## config.mk

```make
export PLATFORM = sky130hd
export DESIGN_NAME = spi_slave_if
export DESIGN_NICKNAME = d
export VERILOG_FILES = /design/src/rtl/spi_slave_if.sv
export SDC_FILE = /design/constraint.sdc
export NUM_CORES = 1
export LEC_CHECK = 0
export CORE_AREA = 2 2 64 66
export DETAILED_ROUTE_END_ITERATION = 6
export DIE_AREA = 0 0 66 68
export PLACE_DENSITY = 0.73
export SETUP_SLACK_MARGIN = 0.4
export SLEW_MARGIN = 20
export SYNTH_ARGS = -nofsm -noshare
export SYNTH_HDL_FRONTEND = slang
export SYNTH_SLANG_ARGS = --single-unit
```

## constraint.sdc

```tcl
create_clock -name clk -period 2.35 [get_ports clk]
set_clock_uncertainty 0.15 [all_clocks]
set_input_delay 0.235 -clock clk [delete_from_list [all_inputs] [get_ports clk]]
set_output_delay 0.235 -clock clk [all_outputs]
set_load 0.05 [all_outputs]
```

## src/rtl/spi_slave_if.sv

```systemverilog
// SPI mode-0 slave: synchronises SCLK/CS/MOSI into clk, shifts bytes in/out MSB first.
// Latency: rx_valid SYNC_STAGES+1 clk after the raw 8th SCLK rise; MISO updates SYNC_STAGES+1 clk after a fall.
// Backpressure: none on RX (new byte overwrites rx_data); TX holding register accepts on tx_valid && tx_ready.
module spi_slave_if #(
    parameter int SYNC_STAGES = 2
) (
    input  logic       clk,
    input  logic       rst_n,
    input  logic       spi_clk_in,
    input  logic       spi_cs_n_in,
    input  logic       spi_mosi_in,
    output logic       spi_miso_out,
    output logic       spi_miso_oe,
    input  logic [7:0] tx_data,
    input  logic       tx_valid,
    output logic       tx_ready,
    output logic [7:0] rx_data,
    output logic       rx_valid,
    output logic       tx_underrun,
    output logic       busy
);

    typedef enum logic {IDLE = 1'b0, ACTIVE = 1'b1} state_t;

    state_t                 state_q;
    logic [SYNC_STAGES-1:0] sclk_sync_q;
    logic [SYNC_STAGES-1:0] cs_sync_q;
    logic [SYNC_STAGES-1:0] mosi_sync_q;
    logic                   sclk_dly_q;
    logic                   cs_dly_q;
    logic                   sclk_s;
    logic                   cs_s;
    logic                   mosi_s;
    logic                   sclk_rise;
    logic                   sclk_fall;
    logic                   cs_fall;
    logic                   cs_rise;
    logic [2:0]             bit_cnt_q;
    logic [6:0]             rx_shift_q;
    logic [7:0]             rx_data_q;
    logic                   rx_valid_q;
    logic [7:0]             tx_shift_q;
    logic [7:0]             hold_q;
    logic                   hold_full_q;
    logic                   start_pend_q;
    logic                   tx_underrun_q;
    logic [7:0]             tx_load_d;
    logic                   byte_start;
    logic                   tx_accept;

    always_ff @(posedge clk or negedge rst_n) begin
        if (!rst_n) begin
            sclk_sync_q <= '0;
            cs_sync_q   <= '1;
            mosi_sync_q <= '0;
            sclk_dly_q  <= 1'b0;
            cs_dly_q    <= 1'b1;
        end else begin
            sclk_sync_q <= {sclk_sync_q[SYNC_STAGES-2:0], spi_clk_in};
            cs_sync_q   <= {cs_sync_q[SYNC_STAGES-2:0], spi_cs_n_in};
            mosi_sync_q <= {mosi_sync_q[SYNC_STAGES-2:0], spi_mosi_in};
            sclk_dly_q  <= sclk_s;
            cs_dly_q    <= cs_s;
        end
    end

    assign sclk_s    = sclk_sync_q[SYNC_STAGES-1];
    assign cs_s      = cs_sync_q[SYNC_STAGES-1];
    assign mosi_s    = mosi_sync_q[SYNC_STAGES-1];
    assign sclk_rise = sclk_s & ~sclk_dly_q;
    assign sclk_fall = ~sclk_s & sclk_dly_q;
    assign cs_fall   = ~cs_s & cs_dly_q;
    assign cs_rise   = cs_s & ~cs_dly_q;

    // A byte starts on CS fall, or on the first SCLK fall after the bit counter wrapped.
    assign byte_start = ((state_q == IDLE) && cs_fall) ||
                        ((state_q == ACTIVE) && !cs_rise && sclk_fall && start_pend_q);
    assign tx_load_d  = hold_full_q ? hold_q : 8'hFF;
    assign tx_accept  = tx_valid && !hold_full_q;

    always_ff @(posedge clk or negedge rst_n) begin
        if (!rst_n) begin
            state_q       <= IDLE;
            bit_cnt_q     <= 3'd0;
            rx_shift_q    <= 7'd0;
            rx_data_q     <= 8'h00;
            rx_valid_q    <= 1'b0;
            tx_shift_q    <= 8'hFF;
            hold_q        <= 8'h00;
            hold_full_q   <= 1'b0;
            start_pend_q  <= 1'b0;
            tx_underrun_q <= 1'b0;
        end else begin
            rx_valid_q    <= 1'b0;
            tx_underrun_q <= 1'b0;
            case (state_q)
                IDLE: begin
                    if (cs_fall) begin
                        state_q      <= ACTIVE;
                        bit_cnt_q    <= 3'd0;
                        start_pend_q <= 1'b0;
                        tx_shift_q   <= tx_load_d;
                    end
                end
                ACTIVE: begin
                    if (cs_rise) begin
                        state_q      <= IDLE;
                        bit_cnt_q    <= 3'd0;
                        start_pend_q <= 1'b0;
                    end else if (sclk_rise) begin
                        rx_shift_q <= {rx_shift_q[5:0], mosi_s};
                        bit_cnt_q  <= bit_cnt_q + 3'd1;
                        if (bit_cnt_q == 3'd7) begin
                            rx_data_q    <= {rx_shift_q, mosi_s};
                            rx_valid_q   <= 1'b1;
                            start_pend_q <= 1'b1;
                        end
                    end else if (sclk_fall) begin
                        if (start_pend_q) begin
                            tx_shift_q   <= tx_load_d;
                            start_pend_q <= 1'b0;
                        end else begin
                            tx_shift_q <= {tx_shift_q[6:0], 1'b1};
                        end
                    end
                end
                default: state_q <= IDLE;
            endcase

            // Accept after load so a same-cycle load and accept leaves the register full.
            if (byte_start) begin
                tx_underrun_q <= ~hold_full_q;
                hold_full_q   <= 1'b0;
            end
            if (tx_accept) begin
                hold_q      <= tx_data;
                hold_full_q <= 1'b1;
            end
        end
    end

    assign busy         = (state_q == ACTIVE);
    assign spi_miso_oe  = busy;
    assign spi_miso_out = busy ? tx_shift_q[7] : 1'b1;
    assign tx_ready     = ~hold_full_q;
    assign rx_data      = rx_data_q;
    assign rx_valid     = rx_valid_q;
    assign tx_underrun  = tx_underrun_q;

endmodule
```

==> out/summary.txt, run 1 <==
Status = completed
GP Congestion = 0.835
Initial Util = 51.1%
Max Cap Viol = 0
Hold Crit Depth = 1
Post-synthesis mux area share = 21.3%
Post-synth cell types = 26
Die height = 68 um
Syn nets = 152
Max clock buf depth = 2
Final worst setup slack = 0.500 ns
Clock slew at reported path FFs = 0.08 ns
Setup violations, final = 0
VDD IR max = 0.000690 V
CTS buffer count = 5
Fin crit period = 1.85 ns
Fin. Hold Viols = 0
Synth top area share = 45.7%
P_sw = 0.000653 W
Routed wire length per instance = 14.7 um
Row cnt = 23
Worst-path cell chain = clkdlybuf4s50_1
Largest area contributor in the netlist = dfrtp_1
CTS sink count = 47
Synth Area in Adders = 1.27%
Cell area after layout = 0.00240 mm2
Htree depth = 2
Ant. Diodes = 0
IO buf count = 27
Fin crit share = 78.7%
M1 wire length = 1340 um
Share of layout cells above drive strength 1 = 35.5%
Final Net Count = 184
Initial antenna violation count = 0
Crit path max fanout = 2
Clock network fraction of total power = 24.8%
Met2 WL = 1700 um
Routed Antenna Nets = 0
I/O pin total = 28
Post-synthesis async set-or-reset flop share = 100%
Ys flop type = dfrtp_1
Sum of negative setup slack = 0 ns
Post-CTS repair timing setup buffer count = 0
Die ar. = 0.00449 mm2
Compound-Gate Fraction of Synth Area = 4.06%
CP required = 1.97 ns
1st-iter DRT viols = 20
Worst relative slew slack = 66.5%
Crit. path cell count = 1
Placeable Area = 0.00386 mm2
Residual DRC count = 0
Critical Path End Type = output port
Post-synth EDFFs = 0
Worst-margin pin slew = 0.501 ns
CTS tree = yes
Syn Area/Cell = 14.5 um2
Worst-Skew Late Latency = 0.30 ns
Largest net degree at the start of global routing = 21
Comb power frac = 23.7%
Post-Synth XOR/XNOR Area = 0%
Total grt overflow = 0
Sequential share of power = 51.4%
Largest family of logic cells by synthesized area = multiplexers
Worst Path Buf+Inv = 1
Mapped cell area = 0.00197 mm2
Vias/cell = 5.07
Cell family with most CP delay = buffers and inverters
CP max-delay cell = clkdlybuf4s50_1
Switching share of total power = 27.9%
CP arrival = 1.47 ns
Worst Path Class, Setup = reg2out
Sequential element share of the synthesized area = 60.4%
Highest cell delay on the worst timing path = 0.81 ns
Total routed wirelength = 3220 um
DPL Wire Length = 2290 um
Initial DRT Pass Iterations = 4
Pwr dens = 973 mW/mm2
Via Count = 1,110
Max Clk Rate = 0.541 GHz
Pint = 0.00169 W
Synth top cells by count = 36 x dfrtp_1, 32 x mux2_2, 11 x dfstp_2
Critical Path Start Type = register
Area after DPL = 0.00228 mm2
Synth Register Bits = 47
Die X = 66 um
Synth area leaders = dfrtp_1 46%, mux2_2 18%, dfstp_2 15%
Root buf cell = clkbuf_8
WL met3 = 131 um
Final Slew Violations = 0
Most common cell in the netlist = dfrtp_1
Top sig layer = met4
Total GRT Usage = 17.0%
Global-route wire length before repair = 5570 um
Leakage = 1.07 nW
RSZ-0062 raised after global routing = false
Synth Area in Simple Gates = 9.21%
Layout area overhead = 21.9%
Post-Place Setup Slack = 0.419 ns
Vias in the first global route = 1,157
Tightest Hold Check Type = in2reg
YS warnings = 0
Synth Instances = 136
R2r worst-path depth = 3
final timing paths:
kind / startpoint / endpoint / slack (ns)
hold / removal: spi_cs_n_in / cs_sync_q[0] / 0.19
setup / recovery: rx_data[0] / rx_data[0] / 0.50
setup reg to reg: cs_sync_q[1] / tx_shift_q[0] / 0.51
hold reg to reg: mosi_sync_q[0] / mosi_sync_q[1] / 0.20
max in group asynchronous: rst_n / cs_sync_q[0] / 1.14
min in group asynchronous: rst_n / rx_data[5] / 0.26
registers in the layout, indices dropped and copies added, names as in the netlist:
register,count
hold_q,8
rx_data,8
tx_shift_q,8
rx_shift_q,7
bit_cnt_q,3
cs_sync_q,2
mosi_sync_q,2
sclk_sync_q,2
busy,1
cs_dly_q,1
hold_full_q,1
rx_valid,1
sclk_dly_q,1
start_pend_q,1
tx_underrun,1
metal layers:
layer	vias up	global-route usage, %
li1	527	-
met1	555	20.4
met2	22	29.0
met3	6	5.92
met4	0	5.36
met5	-	0
final cells by class:
class	instances	area, um2
inverters	9	33.8
flip-flops and latches	47	1190
multi-input cells	74	707
repair buffers	31	295
clock inverters	3	43.8
well taps	50	62.6
clock buffers	5	68.8
fillers	324	1450
power by group through the flow:
| stage | Combinational, W | Clock, W | Sequential, W |
|---|---|---|---|
| 2_1_floorplan | 0.000462 | 0 | 0.00116 |
| 3_3_place_gp | 0.000548 | 0 | 0.00121 |
| 3_5_place_dp | 0.000571 | 0 | 0.00122 |
| 4_1_cts | 0.000567 | 0.000602 | 0.00120 |
| 5_1_grt | 0.000610 | 0.000643 | 0.00123 |
| 6_report | 0.000555 | 0.000581 | 0.00120 |
placed cells by master (no fill, tap or decap), drive strengths merged:
cell type,count
o31ai,1
o32ai,2
mux2,32
nand4,2
dlygate4sd2,2
nand3,1
buf,4
a31oi,1
nor3b,1
clkdlybuf4s50,22
bufinv,1
nand3b,3
clkinv,2
nand2,2
and2b,1
dfstp,11
a21oi,2
clkdlybuf4s15,2
ha,2
a21boi,1
a41oi,1
nand2b,8
dlygate4sd3,1
mux2i,6
nor2b,4
a21o,1
or2b,2
nor2,1
clkbuf,5
inv,9
dfrtp,36
stage by stage:
stage	hold slack (ns)	power, W	utilization (%)	instances
floorplan	-0.211	0.00162	-	136
global placement	0.0561	0.00175	59.1	210
detailed placement	0.0622	0.00179	59.1	210
CTS	0.171	0.00237	62.2	219
global route	0.169	0.00249	62.3	219
finish	0.187	0.00234	62.3	219
timing repair:
item                                    4_1_cts  5_1_grt
endpoints found under the hold margin        12        0
pin swaps                                     0        0
endpoints found under the setup margin        4        6
gates resized for setup                       5        2
hold buffers                                  1        0
logic make-up after synthesis:
family | Yosys count
AO/OA/AOI/OAI | 9
adder cells (fa/ha/maj) | 2
buffers and inverters | 15
flip-flops | 47
multiplexers | 38
AND/OR/NAND/NOR | 25
Note: power is estimated with default switching activity, not from simulation.
==> inputs of run 2 (changes only) <==
Settings changed: CORE_AREA 2 2 64 66 to 2 2 68 70, DIE_AREA 0 0 66 68 to 0 0 70 72, PLACE_DENSITY 0.73 to 0.68.
Clock period 2.35 ns to 1.5 ns, I/O delays scaled along.
==> run 2 against run 1 <==
  * The run now ends with negative setup slack left
  * Via count is 12% higher
  * Die area is 12% higher
  * Register-to-register slack worse by 0.60 ns
  * Non-clock buffer count is 25 higher
  * Critical path depth is 4 higher
  * Combinational power is 150% higher
  * Critical endpoint is now tx_shift_q[0]
  * Core utilization is 7.0 points higher
==> out/summary.txt, run 2 (synthesis gave the netlist of run 1 again) <==
Status = complete, but fails checks
Failing checks = negative setup slack
Fin crit period = 1.59 ns
CTS buffer count = 5
Tightest Hold Check Type = in2reg
Critical Path Sink = tx_shift_q[0]
I/O pin total = 28
Via Count = 1,244
Max clock buf depth = 2
Worst relative slew slack = 78.2%
Max Cap Viol = 0
Residual DRC count = 0
FILL cells = 287
Setup violations, final = 23
Initial antenna violation count = 0
Clock slew at reported path FFs = 0.09 ns
Worst-Skew Late Latency = 0.30 ns
Routed wire length per instance = 15.7 um
Htree depth = 2
Placeable Area = 0.00426 mm2
Final Slew Violations = 0
CP required = 1.58 ns
Initial DRT Pass Iterations = 4
Fin. Hold Viols = 0
Worst-margin pin slew = 0.326 ns
Row cnt = 24
Critical Path Start Type = register
Critical Path End Type = register
CTS sink count = 47
Finished Core Util = 69.2%
Crit path max fanout = 4
Leakage = 1.36 nW
CTS tree = yes
Total routed wirelength = 3900 um
R2R Path End = tx_shift_q[0]
Vias in the first global route = 1,419
Die X = 70 um
Vias/cell = 5.02
Final worst setup slack = -0.0860 ns
Max Clk Rate = 0.631 GHz
Commonest cells after routing, fill and taps aside = 35 x dfrtp_1, 19 x buf_4, 18 x mux2_2
DPL Wire Length = 2630 um
Hold Crit Depth = 1
Final Net Count = 211
R2r setup slk = -0.09 ns
VDD IR max = 0.000999 V
Fin crit share = 106%
Largest net degree at the start of global routing = 27
IO buf count = 27
Start point of the critical path = cs_sync_q[1]
1st-iter DRT viols = 32
Routed Antenna Nets = 0
Root buf cell = clkbuf_8
Worst Path Class, Setup = reg2reg
Die ar. = 0.00504 mm2
Total grt overflow = 0
Ant. Diodes = 0
Total GRT Usage = 17.4%
Layout area overhead = 49.8%
Cell area after layout = 0.00295 mm2
Share of layout cells above drive strength 1 = 57.7%
Die height = 72 um
Initial Util = 46.2%
R2r worst-path depth = 5
Area after DPL = 0.00258 mm2
Commonest non-fill, non-tap cell in the layout = dfrtp_1
Global-route wire length before repair = 6860 um
GP Congestion = 0.826
Worst R2R Start = cs_sync_q[1]
Pwr dens = 1420 mW/mm2
RSZ-0062 raised after global routing = true
CP arrival = 1.67 ns
-- run 2: layout make-up --
cell class / instances / area (um2) / area share, %
inverters: 9 / 37.5 / 1.27
clock inverters: 3 / 43.8 / 1.48
multi-input cells: 76 / 883 / 29.9
repair buffers: 56 / 663 / 22.5
clock buffers: 5 / 68.8 / 2.33
well taps: 52 / 65.1 / 2.20
flip-flops and latches: 47 / 1190 / 40.3
-- run 2: layer usage --
metal	GRT usage, %	vias to the layer above	routed length (um)
met4	5.56	0	57
met3	5.00	7	182
met2	31.2	27	2080
met1	20.2	620	1580
li1	-	590	-
met5	0	-	0
-- run 2: report_power, final --
part | leakage [nW] | total (W) | internal, W | switching (W)
logic | 0.729 | 0.00138 | 0.000850 | 0.000532
registers | 0.571 | 0.00188 | 0.00167 | 0.000216
clock network | 0.0581 | 0.000922 | 0.000496 | 0.000425
total | 1.36 | 0.00419 | 0.00301 | 0.00117
-- run 2: how the worst min path moves through the flow --
| stage | to | slack [ns] | startpoint |
|---|---|---|---|
| after global routing | cs_sync_q[0] | 0.1 | spi_cs_n_in |
| after global placement | start_pend_q | -0.005 | rst_n |
| after floorplan | bit_cnt_q[0] | -0.30 | rst_n |
| after detailed placement | start_pend_q | 0.0007 | rst_n |
| after CTS | cs_sync_q[0] | 0.1 | spi_cs_n_in |
| final | cs_sync_q[0] | 0.11 | spi_cs_n_in |
-- run 2: stage by stage --
step	hold WS, ns	cells	total power [W]	worst slack, ns	TNS (ns)
6_report	0.108	248	0.00419	-0.0860	-1.03
5_1_grt	0.0981	248	0.00441	-0.124	-2.26
4_1_cts	0.0979	244	0.00418	-0.0728	-1.00
3_5_place_dp	0.000726	226	0.00308	-0.150	-2.44
3_3_place_gp	-0.00516	226	0.00301	-0.0844	-1.28
2_1_floorplan	-0.296	136	0.00266	-0.0800	-0.479
-- run 2: worst max-delay path, cell delays in order (launching register included) --
cell and delay [ns]:
dfstp_2 0.58, nand2b_4 0.08, buf_6 0.12, a31oi_4 0.15, buf_6 0.15, mux2_4 0.30
-- run 2: repair_timing --
| action | 4_1_cts | 5_1_grt |
|---|---|---|
| setup buffers | 7 | 4 |
| pin swaps | 3 | 4 |
| hold buffers | 1 | 0 |
| setup endpoints to repair | 53 | 53 |
| resized for setup | 21 | 10 |
| cloned | 2 | 0 |
| endpoints found under the hold margin | 47 | 0 |
